### src/rtl/mem_arbiter.sv
// Single-port memory arbiter between instruction fetch (IF) and the data stage (MEM).
// Define ARB_RR_EN for round-robin tie-breaking; by default MEM always wins ties.
module mem_arbiter #(
  parameter int LAT = 4
) (
  input  logic        clk,
  input  logic        rst_n,
  input  logic        if_req,
  input  logic [15:0] if_addr,
  input  logic        mem_req,
  input  logic        mem_we,
  input  logic [15:0] mem_addr,
  input  logic [15:0] mem_wdata,
  input  logic [15:0] ram_rdata,
  output logic        ram_en,
  output logic        ram_wr,
  output logic [15:0] ram_addr,
  output logic [15:0] ram_wdata,
  output logic [15:0] rdata,
  output logic        if_done,
  output logic        mem_done,
  output logic        stall_if,
  output logic        stall_mem
);

  typedef enum logic [1:0] {
    IDLE  = 2'd0,
    ISSUE = 2'd1,
    WAIT  = 2'd2,
    DONE  = 2'd3
  } stateT;

  // WAIT spans LAT-1 cycles, counted 0..LAT-2.
  localparam logic [3:0] LAST_CNT = (LAT > 1) ? 4'(LAT - 2) : 4'd0;

  stateT      stateR;
  logic       ownerR;
  logic       weR;
  logic [3:0] cntR;
  logic       grantMemS;
  logic       accessEndS;
`ifdef ARB_RR_EN
  logic       lastMemR;
`endif

  // Pick the requester to serve when the arbiter is idle.
  always_comb begin
    grantMemS = 1'b0;
    if (mem_req && if_req) begin
`ifdef ARB_RR_EN
      grantMemS = ~lastMemR;
`else
      grantMemS = 1'b1;
`endif
    end else if (mem_req) begin
      grantMemS = 1'b1;
    end else begin
      grantMemS = 1'b0;
    end
  end

  // Last edge of the memory access: end of ISSUE for LAT=1, else final WAIT count.
  always_comb begin
    accessEndS = 1'b0;
    if (LAT == 1) begin
      accessEndS = (stateR == ISSUE);
    end else begin
      accessEndS = (stateR == WAIT) && (cntR == LAST_CNT);
    end
  end

  // Transaction FSM with registered memory strobes, read data and done pulses.
  always_ff @(posedge clk or negedge rst_n) begin
    if (!rst_n) begin
      stateR    <= IDLE;
      ownerR    <= 1'b0;
      weR       <= 1'b0;
      cntR      <= 4'd0;
      rdata     <= 16'h0000;
      ram_addr  <= 16'h0000;
      ram_wdata <= 16'h0000;
      ram_en    <= 1'b0;
      ram_wr    <= 1'b0;
      if_done   <= 1'b0;
      mem_done  <= 1'b0;
`ifdef ARB_RR_EN
      lastMemR  <= 1'b0;
`endif
    end else begin
      ram_en   <= 1'b0;
      ram_wr   <= 1'b0;
      if_done  <= 1'b0;
      mem_done <= 1'b0;
      case (stateR)
        IDLE: begin
          if (if_req || mem_req) begin
            stateR    <= ISSUE;
            ownerR    <= grantMemS;
            weR       <= grantMemS & mem_we;
            ram_addr  <= grantMemS ? mem_addr : if_addr;
            ram_wdata <= grantMemS ? mem_wdata : 16'h0000;
            ram_en    <= 1'b1;
            ram_wr    <= grantMemS & mem_we;
`ifdef ARB_RR_EN
            lastMemR  <= grantMemS;
`endif
          end else begin
            stateR <= IDLE;
          end
        end
        ISSUE, WAIT: begin
          if (stateR == ISSUE) begin
            cntR <= 4'd0;
          end else begin
            cntR <= cntR + 4'd1;
          end
          if (accessEndS) begin
            stateR   <= DONE;
            if (!weR) begin
              rdata <= ram_rdata;
            end
            if_done  <= ~ownerR;
            mem_done <= ownerR;
          end else begin
            stateR <= WAIT;
          end
        end
        DONE: begin
          stateR <= IDLE;
        end
        default: begin
          stateR <= IDLE;
        end
      endcase
    end
  end

  assign stall_if  = if_req & ~if_done;
  assign stall_mem = mem_req & ~mem_done;

endmodule

### config.mk
export PLATFORM = sky130hd
export DESIGN_NAME = mem_arbiter
export DESIGN_NICKNAME = d
export VERILOG_FILES = /design/src/rtl/mem_arbiter.sv
export SDC_FILE = /design/constraint.sdc
export NUM_CORES = 1
export LEC_CHECK = 0
export CORE_MARGIN = 2
export CORE_UTILIZATION = 40
export CTS_BUF_LIST = sky130_fd_sc_hd__clkbuf_8
export DETAILED_ROUTE_END_ITERATION = 6
export PLACE_DENSITY = 0.76
export SYNTH_ARGS = -nofsm -noshare
export SYNTH_HDL_FRONTEND = slang
export SYNTH_SLANG_ARGS = --single-unit
### constraint.sdc
create_clock -name clk -period 1.8 [get_ports clk]
set_input_delay 0.45 -clock clk [delete_from_list [all_inputs] [get_ports clk]]
set_output_delay 0.45 -clock clk [all_outputs]
set_load 0.02 [all_outputs]
==> results by group <==
Min path
  – Worst hold path class: primary input to asynchronous set/reset pin

Place
  – Pre-CTS setup slack: -0.399 ns
  – Placer Congestion: 0.723
  – Cell Count Post-Placement: 413
  – Hpwl dp: 4.19 mm
  – Port Buffer Count: 122

Synth
  – EDFF count, synth: 0
  – Post-synthesis net count: 295
  – #FFs+latches synth: 60
  – Top_reg_cell synth: dfrtp_1
  – Async SR Flop Fraction: 100%
  – Synth top area share: 60.0%
  – Synth Instances: 221
  – Leading post-synthesis cells by cell area: dfrtp_1, mux2_2, nand2_1
  – Register area share after synthesis: 60.0%
  – Synthesized area per cell: 11.3 um^2
  – Synth warnings: 0
  – Post-synthesis cell type count: 21
  – Netlist Area Pre-Place: 0.00250 mm^2
  – Top cell type by total area after synthesis: dfrtp_1

Clock tree
  – CTS sink count: 60
  – CTS root buf: clkbuf_8
  – Hold_buf cts: 0
  – Clk_lat worst skew: 0.33 ns
  – Total CTS buffers: 9
  – CTS max path bufs: 2
  – H-Tree Depth: 3
  – Reg clk slew, reported paths: 0.06 ns
  – CTS tree: done

Pwr
  – Max VDD drop: 0.944 mV
  – Power per cell area: 1630 mW/mm^2
  – Overall Power: 6.55 mW
  – Leak pwr: 1.90 nW

Routing
  – Met1 WL: 2.51 mm
  – Post-route ant nets: 0
  – DR vias: 2041
  – Metal2 WL: 2.65 mm
  – Iter 0 DRT Violations: 103
  – DR WL/cell: 13.4 um
  – DRC Markers: 0
  – Top Layer Used: met4
  – Pre-antenna DRT Iters: 4
  – Final WL: 5.74 mm
  – Via/cell ratio: 4.76
  – DR WL met3: 477 um

Timing
  – Final worst path period share: 97.0%
  – Max Slew Vio Count: 0
  – RSZ-0062 raised after global routing: false
  – Final Hold Vio Count: 0
  – Worst hold slack: 0.111 ns
  – Worst Skew: 0.00480 ns
  – Slew headroom: 71.1%
  – Worst Tran Pin Value: 0.434 ns
  – Fmax: 573 MHz
  – Final setup margin: 0.0535 ns
  – Final setup fails: 0
  – Min Clock Period, post-route: 1.75 ns

GRT
  – Vias in the first global route: 2123
  – GRT Resource Usage Total: 17.9%
  – Pin count of the biggest net entering global routing: 61
  – Antenna violations before repair: 0
  – Grt ovf: 0
  – First-pass GRT wire length: 9.92 mm

Critical path
  – Critical path type: register to output port
  – Crit-path cells: clkdlybuf4s50_1
  – Critical path startpoint: ram_addr[4]
  – CP max stage delay: 0.62 ns
  – Family with the most delay on the worst path: buffers and inverters
  – WP buf/inv: 1
  – Critical Path End Type: output port
  – Crit Reg-Reg Startpoint: cntR[0]
  – WP data required: 1.35 ns
  – Arrival @ worst endpoint: 1.30 ns
  – Crit start category: register
  – Critical path fanouts, max: 2
  – Slowest stage cell, crit path: clkdlybuf4s50_1

Flow run
  – Max cap viols: 0

Die
  – Die width: 83.1 um
  – Die area: 0.00690 mm^2
  – Core area: 0.00599 mm^2
  – Initial Util: 41.8%
  – Row cnt: 28
  – I/O pin total: 123
  – Die H: 83.1 um

Cells and area
  – Post-layout util: 67.0%
  – Area growth syn-to-layout: 60.3%
  – Post-route insts no fill: 429
  – NumNets Final: 423
  – Share of cells above drive strength 1: 12.4%
  – Ant diodes: 0
  – Filler Cell Count: 500

Status
  – Outcome: complete, no violations
## cells in the final DEF, fill, tap and decap left out
cell | netlist | routed
clkdlybuf4s50_1 | 0 | 117
dfrtp_1 | 60 | 60
nand2_1 | 52 | 52
o21ai_0 | 18 | 18
mux2_2 | 18 | 18
mux2i_1 | 17 | 17
nand3_1 | 17 | 17
inv_1 | 6 | 10
clkbuf_8 | 0 | 10
ha_1 | 5 | 5
buf_4 | 0 | 5
nor2b_1 | 3 | 3
nor2_1 | 3 | 3
buf_2 | 6 | 3
buf_12 | 0 | 3
and3_1 | 2 | 2
o22ai_1 | 2 | 2
clkinv_2 | 0 | 2
and4bb_2 | 1 | 1
o21ai_4 | 0 | 1
nand3b_4 | 1 | 1
a22o_1 | 1 | 1
a21o_1 | 1 | 1
dlygate4sd2_1 | 0 | 1
dlymetal6s2s_1 | 0 | 1
## cells by family after synthesis
kind of cell / count (synthesis) / share of synthesized area, %
DFF: 60 / 60.0
muxes: 35 / 14.9
and+or+nand+nor: 79 / 14.2
adders and majority gates: 5 / 2.50
buffers and inverters: 19 / 3.45
AOI/OAI and AO/OA: 23 / 4.95
## cells in the mapped netlist, drive strengths merged, types with 3 or more instances
| master | n |
|---|---|
| mux2i | 17 |
| inv | 6 |
| nand2 | 52 |
| nor2 | 3 |
| o21ai | 19 |
| mux2 | 18 |
| ha | 5 |
| nor2b | 3 |
| buf | 8 |
| clkbuf | 5 |
| nand3 | 17 |
| dfrtp | 60 |
## path summary, 6_finish.rpt
kind	end	slack, ns	depth (start not counted)
worst max register to register	rdata[3]	0.17	5
min in group clk	ram_wdata[11]	0.46	2
worst min register to register	ram_wdata[11]	0.46	2
max in group asynchronous	stateR[0]	1.41	2
worst max-delay path	ram_addr[4]	0.05	1
worst min-delay path	rdata[13]	0.11	2
## report_power, final
group          total [mW]  leakage (nW)  internal (mW)  switching (mW)
clock network       0.998         0.101          0.512           0.486
registers            2.28         0.737           1.97           0.310
logic                3.28          1.06           1.63            1.65
total                6.55          1.90           4.11            2.45
## area by class of cell
class / count / area, um^2 / area share, %
Tap cell: 75 / 93.8 / 2.34
Sequential cell: 60 / 1500 / 37.4
Clock inverter: 6 / 25.0 / 0.624
Timing Repair Buffer: 130 / 1310 / 32.5
Multi-Input combinational cell: 142 / 926 / 23.1
Inverter: 6 / 22.5 / 0.561
Clock buffer: 10 / 138 / 3.43
## metal layers
metal	GRT usage [%]	up-vias
met5	0	-
met4	8.05	0
met3	6.76	11
met2	27.8	86
met1	22.3	950
li1	-	994
## per-stage QoR
step	instance area (um^2)	TNS (ns)
finish	4010	0
detailed placement	3850	-0.399
floorplan	2500	0
global route	4010	0
global placement	3850	-0.398
CTS	4010	0
## timing repair
action | 4_1_cts | 5_1_grt
hold endpoints to repair | 0 | 0
gates resized for setup | 5 | 1
buffers inserted | 0 | 0
endpoints found under the setup margin | 2 | 1
## state kept, by name, summed over array words and instances (netlist names)
| register | flops |
|---|---|
| ram_en | 1 |
| mem_done | 1 |
| stateR | 2 |
| cntR | 4 |
| ram_wr | 1 |
| ownerR | 1 |
| weR | 1 |
| ram_wdata | 16 |
| if_done | 1 |
| ram_addr | 16 |
| rdata | 16 |
(Power assumes the default switching activity.)
